==> config.mk <==
export PLATFORM = sky130hd
export DESIGN_NAME = ahb3lite_req_arbiter
export DESIGN_NICKNAME = d
export VERILOG_FILES = /design/src/rtl/ahb3lite_arb_pkg.sv /design/src/rtl/rr_arbiter.sv /design/src/rtl/ahb3lite_req_arbiter.sv
export SDC_FILE = /design/constraint.sdc
export NUM_CORES = 1
export LEC_CHECK = 0
export BUFFER_PORTS_ARGS = -buffer_cell sky130_fd_sc_hd__buf_2
export CAP_MARGIN = 20
export CORE_AREA = 4 4 166 168
export CTS_BUF_LIST = sky130_fd_sc_hd__clkbuf_4 sky130_fd_sc_hd__clkbuf_8
export CTS_CLUSTER_SIZE = 40
export DETAILED_ROUTE_END_ITERATION = 16
export DIE_AREA = 0 0 170 172
export PLACE_DENSITY = 0.53
export SYNTH_ARGS = -nofsm -noshare
export SYNTH_HDL_FRONTEND = slang
export SYNTH_SLANG_ARGS = --single-unit
==> constraint.sdc <==
create_clock -name HCLK -period 3 [get_ports HCLK]
set_input_delay 0.15 -clock HCLK [delete_from_list [all_inputs] [get_ports HCLK]]
set_output_delay 0.15 -clock HCLK [all_outputs]
set_load 0.1 [all_outputs]
==> src/rtl/ahb3lite_arb_pkg.sv <==
// Shared constants and state encoding for the AHB3-Lite request arbiter.
package ahb3lite_arb_pkg;

  localparam logic [1:0] HTRANS_IDLE   = 2'b00;
  localparam logic [1:0] HTRANS_NONSEQ = 2'b10;

  localparam logic [2:0] HSIZE_BYTE = 3'b000;
  localparam logic [2:0] HSIZE_HALF = 3'b001;
  localparam logic [2:0] HSIZE_WORD = 3'b010;

  localparam logic [2:0] HBURST_SINGLE = 3'b000;
  localparam logic [3:0] HPROT_DEFAULT = 4'b0011;

  typedef enum logic [1:0] {
    ST_IDLE,
    ST_ADDR,
    ST_DATA,
    ST_DONE
  } state_t;

endpackage

==> src/rtl/rr_arbiter.sv <==
// Combinational round-robin pick: searches from last+1 upward, wrapping at N.
module rr_arbiter #(
  parameter int unsigned N = 4
) (
  input  logic [N-1:0]         req,
  input  logic [$clog2(N)-1:0] last,
  output logic [N-1:0]         grant,
  output logic [$clog2(N)-1:0] idx,
  output logic                 valid
);

  localparam int unsigned IW = $clog2(N);

  int            k;
  logic [IW-1:0] kk;

  // First requester found after the previous winner takes the grant.
  always_comb begin
    grant = '0;
    idx   = '0;
    valid = 1'b0;
    k     = 0;
    kk    = '0;
    for (int i = 1; i <= int'(N); i++) begin
      k  = (int'(last) + i) % int'(N);
      kk = k[IW-1:0];
      if (!valid && req[kk]) begin
        valid     = 1'b1;
        grant[kk] = 1'b1;
        idx       = kk;
      end
    end
  end

endmodule

==> src/rtl/ahb3lite_req_arbiter.sv <==
// Round-robin arbiter that runs one NONSEQ SINGLE AHB3-Lite transfer per grant.
module ahb3lite_req_arbiter
  import ahb3lite_arb_pkg::*;
#(
  parameter int NUM_REQ    = 4,
  parameter int HADDR_SIZE = 32,
  parameter int HDATA_SIZE = 32
) (
  input  logic                          HCLK,
  input  logic                          HRESETn,
  input  logic [NUM_REQ-1:0]            req_i,
  input  logic [NUM_REQ-1:0]            req_write_i,
  input  logic [NUM_REQ*HADDR_SIZE-1:0] req_addr_i,
  input  logic [NUM_REQ*HDATA_SIZE-1:0] req_wdata_i,
  input  logic [NUM_REQ*3-1:0]          req_size_i,
  output logic [NUM_REQ-1:0]            done_o,
  output logic [HDATA_SIZE-1:0]         rdata_o,
  output logic                          err_o,
  output logic                          HSEL,
  output logic                          HWRITE,
  output logic [1:0]                    HTRANS,
  output logic [HADDR_SIZE-1:0]         HADDR,
  output logic [HDATA_SIZE-1:0]         HWDATA,
  output logic [2:0]                    HSIZE,
  output logic [2:0]                    HBURST,
  output logic [3:0]                    HPROT,
  output logic                          HREADY,
  input  logic [HDATA_SIZE-1:0]         HRDATA,
  input  logic                          HREADYOUT,
  input  logic                          HRESP
);

  localparam int IW = $clog2(NUM_REQ);

  state_t                  state;
  logic [IW-1:0]           last_grant;
  logic [NUM_REQ-1:0]      grant_oh;
  logic [NUM_REQ-1:0]      pick_oh;
  logic [IW-1:0]           pick_idx;
  logic                    pick_valid;
  logic [HADDR_SIZE-1:0]   sel_addr;
  logic [HDATA_SIZE-1:0]   sel_wdata;
  logic [2:0]              sel_size;

  rr_arbiter #(
    .N(NUM_REQ)
  ) u_rr (
    .req  (req_i),
    .last (last_grant),
    .grant(pick_oh),
    .idx  (pick_idx),
    .valid(pick_valid)
  );

  // Single slave: the bus ready is the slave's own ready.
  assign HREADY = HREADYOUT;
  assign HBURST = HBURST_SINGLE;
  assign HPROT  = HPROT_DEFAULT;

  // Payload of the current round-robin winner.
  always_comb begin
    sel_addr  = req_addr_i[int'(pick_idx)*HADDR_SIZE +: HADDR_SIZE];
    sel_wdata = req_wdata_i[int'(pick_idx)*HDATA_SIZE +: HDATA_SIZE];
    sel_size  = req_size_i[int'(pick_idx)*3 +: 3];
  end

  // Transfer FSM; the registered AHB outputs double as the payload latch.
  always_ff @(posedge HCLK or negedge HRESETn) begin
    if (!HRESETn) begin
      state      <= ST_IDLE;
      last_grant <= IW'(NUM_REQ - 1);
      grant_oh   <= '0;
      HSEL       <= 1'b0;
      HTRANS     <= HTRANS_IDLE;
      HADDR      <= '0;
      HWDATA     <= '0;
      HWRITE     <= 1'b0;
      HSIZE      <= HSIZE_WORD;
      done_o     <= '0;
      rdata_o    <= '0;
      err_o      <= 1'b0;
    end else begin
      done_o <= '0;
      case (state)
        ST_IDLE: begin
          if (pick_valid) begin
            last_grant <= pick_idx;
            grant_oh   <= pick_oh;
            HSEL       <= 1'b1;
            HTRANS     <= HTRANS_NONSEQ;
            HADDR      <= sel_addr;
            HWDATA     <= sel_wdata;
            HWRITE     <= req_write_i[pick_idx];
            HSIZE      <= sel_size;
            state      <= ST_ADDR;
          end
        end
        ST_ADDR: begin
          if (HREADYOUT) begin
            HSEL   <= 1'b0;
            HTRANS <= HTRANS_IDLE;
            state  <= ST_DATA;
          end
        end
        ST_DATA: begin
          // First cycle of a two-cycle error response has HREADYOUT low: just wait.
          if (HREADYOUT) begin
            if (!HWRITE) rdata_o <= HRDATA;
            err_o  <= HRESP;
            done_o <= grant_oh;
            state  <= ST_DONE;
          end
        end
        ST_DONE: state <= ST_IDLE;
        default: state <= ST_IDLE;
      endcase
    end
  end

endmodule

## Yosys cells after proc, flatten, opt, wreduce, memory -nomap -nowiden

Index checks and enable logic that the tools add are counted.

- Flip-flop bits (word level): 116
- Word-level logic and storage cells: 98
- Output and inout port bits: 116
- Input port bits: 312

- Add/subtract/negate cells: 4
- Multiplexer cells: 42
- Shift-type cells: 3
- Bitwise gates (word level): 4
- Order comparisons: 9
- Eq/ne operators: 6
- $mul: 1
- Reductions and logical operators: 17

Operators by type and width:

| kind | count |
|---|---|
| 128-bit by 8-bit variable part select with 32-bit output | 2 |
| 4-bit two-way mux | 6 |
| 2-bit two-way mux | 9 |
| 2-bit by 3-bit < comparator with 1-bit output (second input constant) | 5 |
| 1-bit two-way mux | 15 |
| 4-bit OR | 3 |
| 12-bit by 5-bit variable part select with 3-bit output | 1 |
| 1-bit binary-select mux with 2-bit select | 5 |
| 3-bit AND reduction | 3 |
| 1-bit demux with 2-bit select | 4 |
| 2-bit by 1-bit greater-or-equal comparator with 1-bit output (second input constant) | 4 |
| 2-bit one-hot mux with 4 select lines | 1 |
| 1-bit logical AND | 7 |
| 2-bit inequality test (second input constant) | 3 |
| 2-bit by 1-bit adder with 2-bit output (second input constant) | 2 |
| 2-bit adder (second input constant) | 2 |
| 2-bit equality test (second input constant) | 2 |
| 2-bit by 2-bit multiplier with 4-bit output (second input constant) | 1 |
| 2-bit one-hot mux with 2 select lines | 1 |
| 2-bit AND reduction | 2 |
| 1-bit logical NOT | 3 |
| 2-bit by 1-bit equality test with 1-bit output (second input constant) | 1 |
| 2-bit logical NOT | 1 |
| 1-bit one-hot mux with 2 select lines | 1 |
| other kinds (2) | 2 |

## Depth between registers and ports, before layout

Gate-level depths: netlist of run 1.

- Depth in word-level cells: 15
- Depth in mapped cells: 12
- Depth with buffers taken out: 8

## Hierarchy

Synthesis of run 1 repeated with hierarchy kept, for this count alone.

- Cells, all modules: 589
- Area total of the unflattened synthesis: 6746.5 µm²

Modules (own cells, without submodules):

| module | cells each | area each (µm²) | instances |
|---|---|---|---|
| ahb3lite_req_arbiter | 503 | 6117.1 | 1 |
| rr_arbiter | 86 | 629.4 | 1 |

## Worst setup path before layout of run 1

OpenSTA, ideal clock, no wires.

- Path kind: register to register
- Start: register last_grant[0]
- End: register HADDR[28]
- Data arrival time: 2681 ps
- Slack: 233 ps
- Stages on the path, launching flop included: 13
- Clock period less this slack: 2767 ps
- Path buffers: 4
- Setup time: 87 ps
- Cell sequence: dfstp_2 > buf_4 > inv_1 > ha_1 > mux2_2 > nand2_1 > o21a_1 > buf_2 > buf_2 > clkbuf_1 > nand3_1 > a21o_1 > o211ai_1

- Cells in the longest elaborated chain, start to end: 14
- Elaborated cells between the ends (all ways): 28

RTL lines:

| item | RTL line | RTL |
|---|---|---|
| start: declaration | ahb3lite_req_arbiter.sv:36 | `logic [IW-1:0] last_grant;` |
| start signal: assignment | ahb3lite_req_arbiter.sv:71 | `last_grant <= IW'(NUM_REQ - 1);` |
| start signal: assignment | ahb3lite_req_arbiter.sv:87 | `last_grant <= pick_idx;` |
| 2-bit by 1-bit adder with 2-bit output | rr_arbiter.sv:25 | `k = (int'(last) + i) % int'(N);` |
| 1-bit binary-select mux with 2-bit select | rr_arbiter.sv:27 | `if (!valid && req[kk]) begin` |
| 1-bit two-way mux (not written as such) | rr_arbiter.sv:27 |  |
| 1-bit two-way mux | rr_arbiter.sv:27 |  |
| 1-bit logical NOT | rr_arbiter.sv:27 |  |
| 1-bit logical AND | rr_arbiter.sv:27 |  |
| 1-bit two-way mux | rr_arbiter.sv:27 |  |
| 1-bit logical NOT | rr_arbiter.sv:27 |  |
| 1-bit logical AND | rr_arbiter.sv:27 |  |
| 1-bit two-way mux | rr_arbiter.sv:27 |  |
| 1-bit logical NOT | rr_arbiter.sv:27 |  |
| 1-bit logical AND | rr_arbiter.sv:27 |  |
| 2-bit two-way mux / 1-bit two-way mux (equally long branches) | rr_arbiter.sv:27 |  |
| 128-bit by 8-bit variable part select with 32-bit output / 2-bit AND reduction (equally long branches) | - |  |
| end signal: assignment | ahb3lite_req_arbiter.sv:91 | `HADDR <= sel_addr;` |
| end: declaration | ahb3lite_req_arbiter.sv:22 | `output logic [HADDR_SIZE-1:0] HADDR,` |

Parallel ways exist; a longest one is shown, timed or not. The select of a mux whose other input is x is not followed.
A chain may end at the register's enable or synchronous reset.

## Worst setup path after layout of run 1

- Start: register last_grant[0]
- End: register HADDR[7]

The elaborated chain is that of the path after synthesis.

==> results of run 1 <==
[tightest hold or removal path, delay by kind of cell]
kind                   cells  cell delay, ns
AO/OA/AOI/OAI              1            0.15
buffers and inverters      1            0.08
multiplexers               1            0.06
[sequential cells by signal, summed over array words and instances, names as in the netlist]
name / count
state: 2
err_o: 1
grant_oh: 4
rdata_o: 32
last_grant: 2
HWDATA: 32
HSIZE: 3
HADDR: 32
HTRANS: 1
done_o: 4
HWRITE: 1
[layout make-up]
| type | count | area [sq um] |
|---|---|---|
| Clock buffer | 17 | 234 |
| Antenna cell | 4 | 10.0 |
| Tap cell | 335 | 419 |
| Sequential cell | 114 | 2860 |
| Fill cell | 2599 | 15100 |
| Inverter | 7 | 26.3 |
| Timing Repair Buffer | 541 | 3340 |
| Multi-Input combinational cell | 527 | 3760 |
| Clock inverter | 15 | 195 |
[placed cells by master, fill, tap and decap left out, types with 17 or more instances in the layout]
cell	count
a21o_1	49
a31oi_1	18
buf_2	418
buf_4	20
clkbuf_8	17
dfrtp_1	111
dlygate4sd3_1	95
mux2_2	35
mux2i_1	72
nand2_1	82
nand3_1	53
nor4b_1	19
o211ai_1	69
o21ai_0	56
[Yosys cell counts (19+ instances only)]
master / number
a31oi_1: 20
buf_2: 24
nand2_1: 82
o21ai_0: 57
o211ai_1: 69
mux2i_1: 73
nor4b_1: 19
nand3_1: 53
dfrtp_1: 111
clkbuf_1: 33
a21o_1: 49
mux2_2: 35
[per-stage QoR]
step	instance area, sq um	setup WS [ns]	cells	hold WS [ns]
2_1_floorplan	6990	0.233	729	-0.146
3_3_place_gp	9420	-0.00352	1429	0.0966
3_5_place_dp	9420	-0.0198	1429	0.0996
4_1_cts	10800	0.0781	1556	0.000564
5_1_grt	10800	-0.0267	1558	0.00358
6_report	10800	0.110	1560	0.0337
[repair_timing]
item | 4_1_cts | 5_1_grt
gates resized for setup | 1 | 4
hold buffers | 95 | 0
hold endpoints to repair | 96 | 0
setup endpoints to repair | 2 | 51
[layer usage]
metal	track usage, %	vias to the layer above
li1	-	3620
met1	23.5	3697
met2	34.9	349
met3	5.49	38
met4	6.46	0
met5	0	-
[final timing paths]
kind                       slack, ns          start  depth (start not counted)          end
max in group asynchronous       2.06        HRESETn                          3    HADDR[23]
hold / removal                  0.03  req_addr_i[9]                          3     HADDR[9]
setup / recovery                0.11  last_grant[0]                          9     HADDR[7]
setup reg to reg                0.11  last_grant[0]                          9     HADDR[7]
min in group asynchronous       0.19        HRESETn                          2    HADDR[27]
hold reg to reg                 0.48    grant_oh[2]                          2  grant_oh[2]
[cells by family (layout without fill, tap and decap cells)]
group / after synthesis / count (layout) / share of synthesized area (%)
xor gates and xnor gates: 1 / 1 / 0.126
DFF: 114 / 114 / 41.0
and+or+nand+nor: 178 / 178 / 12.7
other: 2 / 12 / 0.108
AOI/OAI and AO/OA: 220 / 220 / 21.3
buffers and inverters: 88 / 580 / 6.27
muxes: 109 / 109 / 16.5
adders and majority gates: 11 / 11 / 1.98
==> qor.yml, run 1 <==
run_status:
  status: "finished clean"
drt:
  via_count: 7704
  drc: 0
  totalWireLength_mm: 30.8
  first_iter_violations: 392
  met3_length_mm: 2.46
  wl_met2_mm: 15.4
  ant_nets: 0
  wl_met1_mm: 12.2
  first_pass_iters: 5
  top_layer: "met4"
  wire_per_inst_um: 19.8
  via_per_inst: 4.94
synth:
  avgSynthCellArea_sq_um: 9.63
  synth-edff-count: 0
  ys.flop_type: "dfrtp_1"
  yosys-top-cells-area: "dfrtp_1 (40%), mux2i_1 (10%), o211ai_1 (7.4%)"
  synth_top_area_cell: "dfrtp_1"
  ys_warn_count: 0
  ys_ff_latch: 114
  ys_async_sr_fraction_pct: 100
  netlist.area_leader.share_pct: 39.9
  synth-seq-area-share_pct: 41.0
  synth_cell_types: 43
  synthCells: 723
  synth_area_sq_um: 6960
placement:
  portBuffers: 419
  post-dp-hpwl_mm: 22.1
  gp_congestion: 0.860
setup_path:
  crit_slowest_cell: "dfstp_2"
  path_buf_inv: 3
  path_class: "register to register"
  cp.required_ns: 3.31
  cp_max_fo: 22
  path_delay_family: "compound AO/OA/AOI/OAI gates"
  crit_path_end_kind: "register"
  path_common_cell: "inv_1"
  critPathLaunchType: "register"
  crit_chain: "inv_1, ha_1, inv_1, o311ai_1, a31o_2, nand2_8, buf_4, mux2i_2, o211ai_1"
  critPathMaxStageDelay_ns: 0.53
  cp.arrival_ns: 3.20
clocking:
  cts-htree-levels: 4
  path_clk_slew_ns: 0.09
  cts_setup_buffers: 0
  root_buffer: "clkbuf_8"
  clock_path_buffers: 2
  clock_latency_ns: 0.44
  cts_made_buffers: 17
  cts.sinks: 114
  cts_tree: "built"
grt:
  grt.overflow.total: 0
  grt_usage_pct: 19.8
  antenna_found_initial: 2
  grt_max_degree: 63
  first_global_vias: 7948
  grt_pass1_wl_mm: 44.8
cells_and_area:
  fin_util_pct: 41.8
  drive_gt1_share_pct: 43.3
  syn_to_final_growth_pct: 55.6
  layout.nets: 1531
sta:
  drv_slew: 0
  setup_viol: 0
  clock.fmax_mhz: 346
  finalHoldViolCount: 0
  fin_skew_ns: 0.0182
  max-slew-margin-rel_pct: 45.3
  timing.setup.tns_ns: 0
  tightest_slew_ns: 0.820
  finalCritPeriodShare_pct: 96.3
  finalCriticalPeriod_ns: 2.89
hold_path:
  hold_path_class: "input port to register"
floorplan:
  die_w_um: 170
  die_h_um: 172
  core_sq_um: 25900
  ios: 428
  rows: 59
  initial_utilization_pct: 26.9
  dieArea_sq_um: 29200
flow_run:
  maxCapViolCount: 0
Power of run 1 is not shown: default switching activity piles up to over one toggle a cycle in this logic, so the estimate is an artifact.
==> run 2: changes to the inputs <==
--- a/config.mk
+++ b/config.mk
@@ -7,12 +7,13 @@
 export LEC_CHECK = 0
 export BUFFER_PORTS_ARGS = -buffer_cell sky130_fd_sc_hd__buf_2
 export CAP_MARGIN = 20
-export CORE_AREA = 4 4 166 168
-export CTS_BUF_LIST = sky130_fd_sc_hd__clkbuf_4 sky130_fd_sc_hd__clkbuf_8
+export CORE_AREA = 4 4 163 165
+export CTS_BUF_LIST = sky130_fd_sc_hd__clkbuf_16
 export CTS_CLUSTER_SIZE = 40
 export DETAILED_ROUTE_END_ITERATION = 16
-export DIE_AREA = 0 0 170 172
-export PLACE_DENSITY = 0.53
+export DIE_AREA = 0 0 167 169
+export PLACE_DENSITY = 0.54
 export SYNTH_ARGS = -nofsm -noshare
 export SYNTH_HDL_FRONTEND = slang
+export SYNTH_HIERARCHICAL = 1
 export SYNTH_SLANG_ARGS = --single-unit
==> run 2 against run 1 <==
Clock skew down 0.0066 ns; worst hold slack worse by 0.013 ns; via count down 16%; worst setup slack better by 0.093 ns; critical path type unchanged; largest cell class unchanged; maximum frequency up 3.3%; first-iteration DRC count down 18%; register-to-register slack better by 0.09 ns; area after synthesis down 3.1%.
==> qor.yml, run 2 <==
run_status:
  status: "finished clean"
drt:
  ant_nets: 0  # unchanged
  first_pass_iters: 4  # -1
  totalWireLength_mm: 25.1  # -19%
  via_count: 6488  # -16%
  via_per_inst: 4.74  # -4.1%
  wire_per_inst_um: 18.3  # -7.4%
  drc: 0  # unchanged
  first_iter_violations: 323  # -18%
sta:
  rsz0062_at_grt: "false"
  finalHoldViolCount: 0  # unchanged
  setup_viol: 0  # unchanged
  drv_slew: 0  # unchanged
  finalCritPeriodShare_pct: 93.2  # -3.1 points
  worst_slack_ns: 0.203  # +0.0929 ns
  finalCriticalPeriod_ns: 2.80  # -0.0929 ns
  hold_ws_ns: 0.0203  # -0.0134 ns
  max-slew-margin-rel_pct: 51.6  # +6.2 points
  fin_skew_ns: 0.0116  # -0.00659 ns
  tightest_slew_ns: 0.726  # -0.0937 ns
  clock.fmax_mhz: 357  # +3.3%
synth:
  synth-edff-count: 0  # unchanged
  ys_async_sr_fraction_pct: 100  # unchanged
  ys_ff_latch: 114  # unchanged
  synth.most_common_cell: "mux2i_1"
  netlist.area_leader.share_pct: 41.2  # +1.3 points
  avgSynthCellArea_sq_um: 11.5  # +19%
  synth_top_area_cell: "dfrtp_1"
  synthTopCellsByCount: "mux2i_1 (139), dfrtp_1 (111), nand2_1 (80)"
  synth_cell_types: 41  # -4.7%
  yosys-top-cells-area: "dfrtp_1 (41%), mux2i_1 (21%), o221ai_1 (9.0%)"
  synthCells: 589  # -19%
  ys_warn_count: 6  # +6
  synth_area_sq_um: 6750  # -3.1%
  synth-seq-area-share_pct: 42.3  # +1.3 points
  ys.flop_type: "dfrtp_1"
setup_path:
  timing.rr.start: "last_grant[0]"
  crit_chain: "inv_1, ha_1, a21oi_1, a211oi_1, a311o_1, a221oi_2, or2_2, buf_12, o221ai_1"
  reg2regPathDepth: 9  # unchanged
  reg2reg_setup_slack_ns: 0.20  # +0.09 ns
  cp_max_fo: 43  # +95%
  path_delay_family: "compound AO/OA/AOI/OAI gates"
  cp.arrival_ns: 3.06  # -0.14 ns
  cp.required_ns: 3.27  # -0.04 ns
  critPathLaunchType: "register"
  path_buf_inv: 2  # -1
  crit_slowest_cell: "dfstp_2"
  path_class: "register to register"
  critPathMaxStageDelay_ns: 0.52  # about the same
  worstReg2RegEnd: "HADDR[14]"
  crit_path_end_kind: "register"
cells_and_area:
  nFillCells: 2451  # -5.7%
  syn_to_final_growth_pct: 50.8
  drive_gt1_share_pct: 50.8  # +7.4 points
  layout_common_cells: "buf_2 (418), mux2i_1 (139), dfrtp_1 (111)"
  largestRegisters: "HADDR (32), HWDATA (32), rdata_o (32)"
  n_antenna_cell: 0  # -4
  final_common_cell: "buf_2"
  final_design_area_no_fill_sq_um: 10200  # -6.1%
  layout.nets: 1350  # -12%
floorplan:
  die_w_um: 167  # -1.8%
  dieArea_sq_um: 28200  # -3.5%
  die_h_um: 169  # -1.7%
  core_sq_um: 25000  # -3.4%
  ios: 428  # unchanged
  rows: 58  # -1.7%
  initial_utilization_pct: 26.9  # +0.074 points
clocking:
  root_buffer: "clkbuf_16"
  path_clk_slew_ns: 0.06  # -0.03 ns
  clock_latency_ns: 0.41  # -0.03 ns
  clock_path_buffers: 2  # unchanged
  cts.sinks: 114  # unchanged
  cts_made_buffers: 17  # unchanged
  cts_tree: "built"
  cts-htree-levels: 4  # unchanged
grt:
  grt_max_degree: 54  # -14%
  first_global_vias: 6763  # -15%
  antenna_found_initial: 1  # -1
  grt_pass1_wl_mm: 37.9  # -15%
  grt.overflow.total: 0  # unchanged
  grt_usage_pct: 16.8  # -3.0 points
placement:
  portBuffers: 419  # unchanged
  place_area_sq_um: 9200  # -2.3%
  post-dp-hpwl_mm: 19.1  # -14%
  pre_cts_slack_ns: -0.0412  # -0.0214 ns
  gp_congestion: 0.834  # -3.1%
hold_path:
  min_from: "HRDATA[24]"
  hold_path_class: "input port to register"
  min_to: "rdata_o[24]"
  hold_depth: 2  # -1
flow_run:
  maxCapViolCount: 0  # unchanged
==> run 2: cell count changes after synthesis, sizes merged, moves of 49 or more <==
| cell | before | now |
|---|---|---|
| o211ai | 69 | 0 |
| o221ai | 0 | 69 |
| mux2i | 73 | 139 |
| o21ai | 57 | 2 |
| nand3 | 53 | 2 |
| a21o | 49 | 0 |
==> run 2: per-stage QoR <==
step | setup TNS, ns | utilization [%] | std cells
2_1_floorplan | 0 | - | 595
3_3_place_gp | 0 | 36.8 | 1305
3_5_place_dp | -0.452 | 36.8 | 1305
4_1_cts | 0 | 40.6 | 1370
5_1_grt | 0 | 40.6 | 1370
6_report | 0 | 40.6 | 1370
==> run 2: final cells by class <==
| class | instances | area, sq um | share of cell area [%] |
|---|---|---|---|
| Clock buffer | 17 | 425 | 4.18 |
| Clock inverter | 15 | 208 | 2.04 |
| Inverter | 10 | 37.5 | 0.369 |
| Multi-Input combinational cell | 411 | 3530 | 34.7 |
| Sequential cell | 114 | 2860 | 28.1 |
| Tap cell | 330 | 413 | 4.06 |
| Timing Repair Buffer | 473 | 2700 | 26.6 |
==> run 2: logic make-up after synthesis <==
logic type	after synthesis	share of synthesized area, %
AO/OA/AOI/OAI	99	12.3
adder cells (fa/ha/maj)	11	2.04
buffers and inverters	70	6.14
flip-flops	114	42.3
multiplexers	181	29.6
other	2	0.111
AND/OR/NAND/NOR	112	7.40
==> run 2: repair_timing <==
item                                   in CTS  in global routing
setup endpoints to repair                  25                  1
gates resized for setup                     1                  1
hold buffers                               33                  0
endpoints found under the hold margin      83                  0
buffers inserted                            0                  0
pin swaps                                   0                  0
==> run 2: how the worst max path moves through the flow <==
stage	startpoint	cells past startpoint	endpoint
after floorplan	last_grant[0]	14	HADDR[10]
after global placement	last_grant[0]	9	HADDR[12]
after detailed placement	last_grant[0]	9	HWDATA[26]
after CTS	last_grant[0]	9	HWDATA[26]
after global routing	last_grant[0]	9	HADDR[14]
final	last_grant[0]	9	HADDR[14]
==> run 2: worst register-to-register path, stage by stage, from the launching register on <==
cell and delay, ns:
dfstp_2 0.52, inv_1 0.08, ha_1 0.46, a21oi_1 0.17, a211oi_1 0.07, a311o_1 0.36, a221oi_2 0.35, or2_2 0.22
buf_12 0.23, o221ai_1 0.20
==> run 2: routing by layer <==
metal / vias up / track usage (%) / wire length [um]
li1: 3085 / - / -
met1: 3086 / 21.3 / 10600
met2: 293 / 28.7 / 12400
met3: 22 / 4.30 / 1810
met4: 2 / 4.30 / 316
met5: - / 0 / 20
Power of run 2 is left out for the same reason.
==> run 3: changes to the inputs <==
--- a/config.mk
+++ b/config.mk
@@ -5,14 +5,15 @@
 export SDC_FILE = /design/constraint.sdc
 export NUM_CORES = 1
 export LEC_CHECK = 0
+export ABC_AREA = 1
 export BUFFER_PORTS_ARGS = -buffer_cell sky130_fd_sc_hd__buf_2
 export CAP_MARGIN = 20
-export CORE_AREA = 4 4 163 165
+export CORE_AREA = 4 4 165 167
 export CTS_BUF_LIST = sky130_fd_sc_hd__clkbuf_16
 export CTS_CLUSTER_SIZE = 40
 export DETAILED_ROUTE_END_ITERATION = 16
-export DIE_AREA = 0 0 167 169
-export PLACE_DENSITY = 0.54
+export DIE_AREA = 0 0 169 171
+export PLACE_DENSITY = 0.58
 export SYNTH_ARGS = -nofsm -noshare
 export SYNTH_HDL_FRONTEND = slang
 export SYNTH_HIERARCHICAL = 1
==> run 3 against run 2 <==
Via count increased by 36%; register-to-register slack got worse by 0.02 ns; critical path depth increased by 7; flip-flop and latch count unchanged; global-route usage grew 2.9 points; sequential share of layout area fell by 2.9 points; die area up 2.4%; worst hold slack gained 0.0062 ns; cell area up 11%; routed wire length up 20%; final cell count rose by 49%; maximum frequency fell by 0.76%.
==> qor.yml, run 3 <==
cells_and_area:
  largestRegisters: "HADDR (32), HWDATA (32), rdata_o (32)"
  layout.nets: 2016  # +49%
  drive_gt1_share_pct: 31.9  # -19 points
  final_common_cell: "nand2_1"
  layout_common_cells: "nand2_1 (629), buf_2 (418), inv_1 (206)"
  syn_to_final_growth_pct: 43.2
  final_cell_count_no_fill: 2043  # +49%
drt:
  totalWireLength_mm: 30.1  # +20%
  first_iter_violations: 464  # +44%
  via_count: 8844  # +36%
  via_per_inst: 4.33  # -8.6%
  first_pass_iters: 5  # +1
  ant_nets: 0  # unchanged
  drc: 0  # unchanged
  wire_per_inst_um: 14.7  # -20%
synth:
  avgSynthCellArea_sq_um: 6.30  # -45%
  synth-edff-count: 0  # unchanged
  synth_area_sq_um: 7920  # +17%
  synth.most_common_cell: "nand2_1"
  synth-seq-area-share_pct: 36.1  # -6.3 points
  synth_cell_types: 28  # -32%
  yosys-top-cells-area: "dfrtp_1 (35%), nand2_1 (30%), inv_1 (9.8%)"
  ys_async_sr_fraction_pct: 100  # unchanged
  ys_ff_latch: 114  # unchanged
  netlist.area_leader.share_pct: 35.1  # -6.1 points
  ys.flop_type: "dfrtp_1"
  synthTopCellsByCount: "nand2_1 (630), inv_1 (207), nand3_1 (129)"
  ys_warn_count: 6  # unchanged
  synthCells: 1257  # +110%
  synth_top_area_cell: "dfrtp_1"
clocking:
  cts-htree-levels: 4  # unchanged
  cts.sinks: 114  # unchanged
  path_clk_slew_ns: 0.06  # about the same
  root_buffer: "clkbuf_16"
  cts_tree: "built"
  clock_path_buffers: 2  # unchanged
  cts_made_buffers: 17  # unchanged
  clock_latency_ns: 0.42  # about the same
sta:
  finalCritPeriodShare_pct: 94.0  # +0.72 points
  rsz0062_at_grt: "false"
  clock.fmax_mhz: 355  # -0.76%
  drv_slew: 0  # unchanged
  tightest_slew_ns: 0.744  # +0.0178 ns
  timing.setup.tns_ns: 0  # unchanged
  fin_skew_ns: 0.0107  # -0.000921 ns
  finalHoldViolCount: 0  # unchanged
  setup_viol: 0  # unchanged
  worst_slack_ns: 0.181  # -0.0215 ns
  finalCriticalPeriod_ns: 2.82  # +0.0215 ns
  max-slew-margin-rel_pct: 50.4  # -1.2 points
setup_path:
  path_common_cell: "nand2_1"
  cp.arrival_ns: 3.13  # +0.07 ns
  cp.required_ns: 3.31  # +0.04 ns
  crit_path_end_kind: "register"
  crit_chain: "inv_8, ha_1, inv_2, nand3_4, nand2_4, nor2_4, buf_4, nand3_1, a21oi_4, buf_12, buf_12, nand2_1, nand3_1, nand2_1, nand2_1, nand2_1"
  critPathMaxStageDelay_ns: 0.58  # +0.06 ns
  cp_max_fo: 21  # -51%
  critPathLaunchType: "register"
  crit_slowest_cell: "dfstp_2"
  path_class: "register to register"
run_status:
  status: "finished clean"
placement:
  pre_cts_slack_ns: 0.0699  # +0.111 ns
  post-dp-hpwl_mm: 23.0  # +20%
  portBuffers: 419  # unchanged
  gp_congestion: 0.928  # +11%
  dp_cells: 1974  # +51%
grt:
  grt_max_degree: 65  # +20%
  grt.overflow.total: 0  # unchanged
  first_global_vias: 8547  # +26%
  grt_pass1_wl_mm: 45.0  # +19%
  antenna_found_initial: 2  # +1
  grt_usage_pct: 19.7  # +2.9 points
floorplan:
  rows: 59  # +1.7%
  core_sq_um: 25800  # +2.9%
  die_h_um: 171  # +1.2%
  die_w_um: 169  # +1.2%
  initial_utilization_pct: 30.7  # +3.8 points
  dieArea_sq_um: 28900  # +2.4%
  ios: 428  # unchanged
flow_run:
  maxCapViolCount: 0  # unchanged
hold_path:
  hold_path_class: "input port to register"
-- run 3: what timing repair did --
action                     CTS  global route
hold buffers                34             0
resized for setup            0             2
buffers inserted             0             1
setup endpoints to repair    0            43
hold endpoints to repair    84             0
-- run 3: worst max-delay path: cells and delay by family (launching register included) --
family                   cells  cell delay [ns]
AND/OR/NAND/NOR              9             0.83
flip-flops                   1             0.58
adder cells (fa/ha/maj)      1             0.36
AO/OA/AOI/OAI                1             0.26
buffers and inverters        5             0.68
-- run 3: stage by stage --
step                utilization, %  hold slack, ns  cell area, sq um
detailed placement            40.4           0.256             10400
global placement              40.4           0.253             10400
global route                  44.0          0.0326             11300
floorplan                        -          -0.146              7940
finish                        44.0          0.0265             11300
CTS                           43.9         0.00651             11300
-- run 3: path summary, 6_finish.rpt --
kind	startpoint	to	slack (ns)	cells after the start
worst max-delay path	last_grant[0]	HADDR[25]	0.18	16
worst min-delay path	req_addr_i[32]	HADDR[0]	0.03	5
worst max register to register	last_grant[0]	HADDR[25]	0.18	16
worst min register to register	HSIZE[1]	HSIZE[1]	0.47	2
max in group asynchronous	HRESETn	HSIZE[1]	1.83	3
min in group asynchronous	HRESETn	HWDATA[9]	0.32	2
-- run 3: layout make-up --
cell class	count	area, sq um
antenna	2	5.00
clock buffer	17	425
clock inverter	15	154
fill	2802	14400
inverter	212	806
multi-input combinational	861	3840
sequential	114	2860
tap	335	419
timing repair buffer	487	2840
-- run 3: cell families after synthesis --
| kind of cell | count (synthesis) | share of synthesized area (%) |
|---|---|---|
| DFF | 114 | 36.1 |
| other | 2 | 0.0948 |
| AOI/OAI and AO/OA | 52 | 4.93 |
| adders and majority gates | 11 | 1.74 |
| muxes | 1 | 0.142 |
| buffers and inverters | 288 | 16.2 |
| and+or+nand+nor | 789 | 40.9 |
-- run 3: layer usage --
metal / routed length, um / up-vias / part of all wire (%) / global-route usage, %
met4: 779 / 0 / 2.6 / 6.86
met1: 12100 / 3865 / 40 / 23.3
met2: 14900 / 360 / 50 / 35.1
met3: 2200 / 40 / 7.3 / 4.69
li1: - / 4579 / - / -
met5: 0 / - / 0 / 0
Power of run 3 is left out for the same reason.
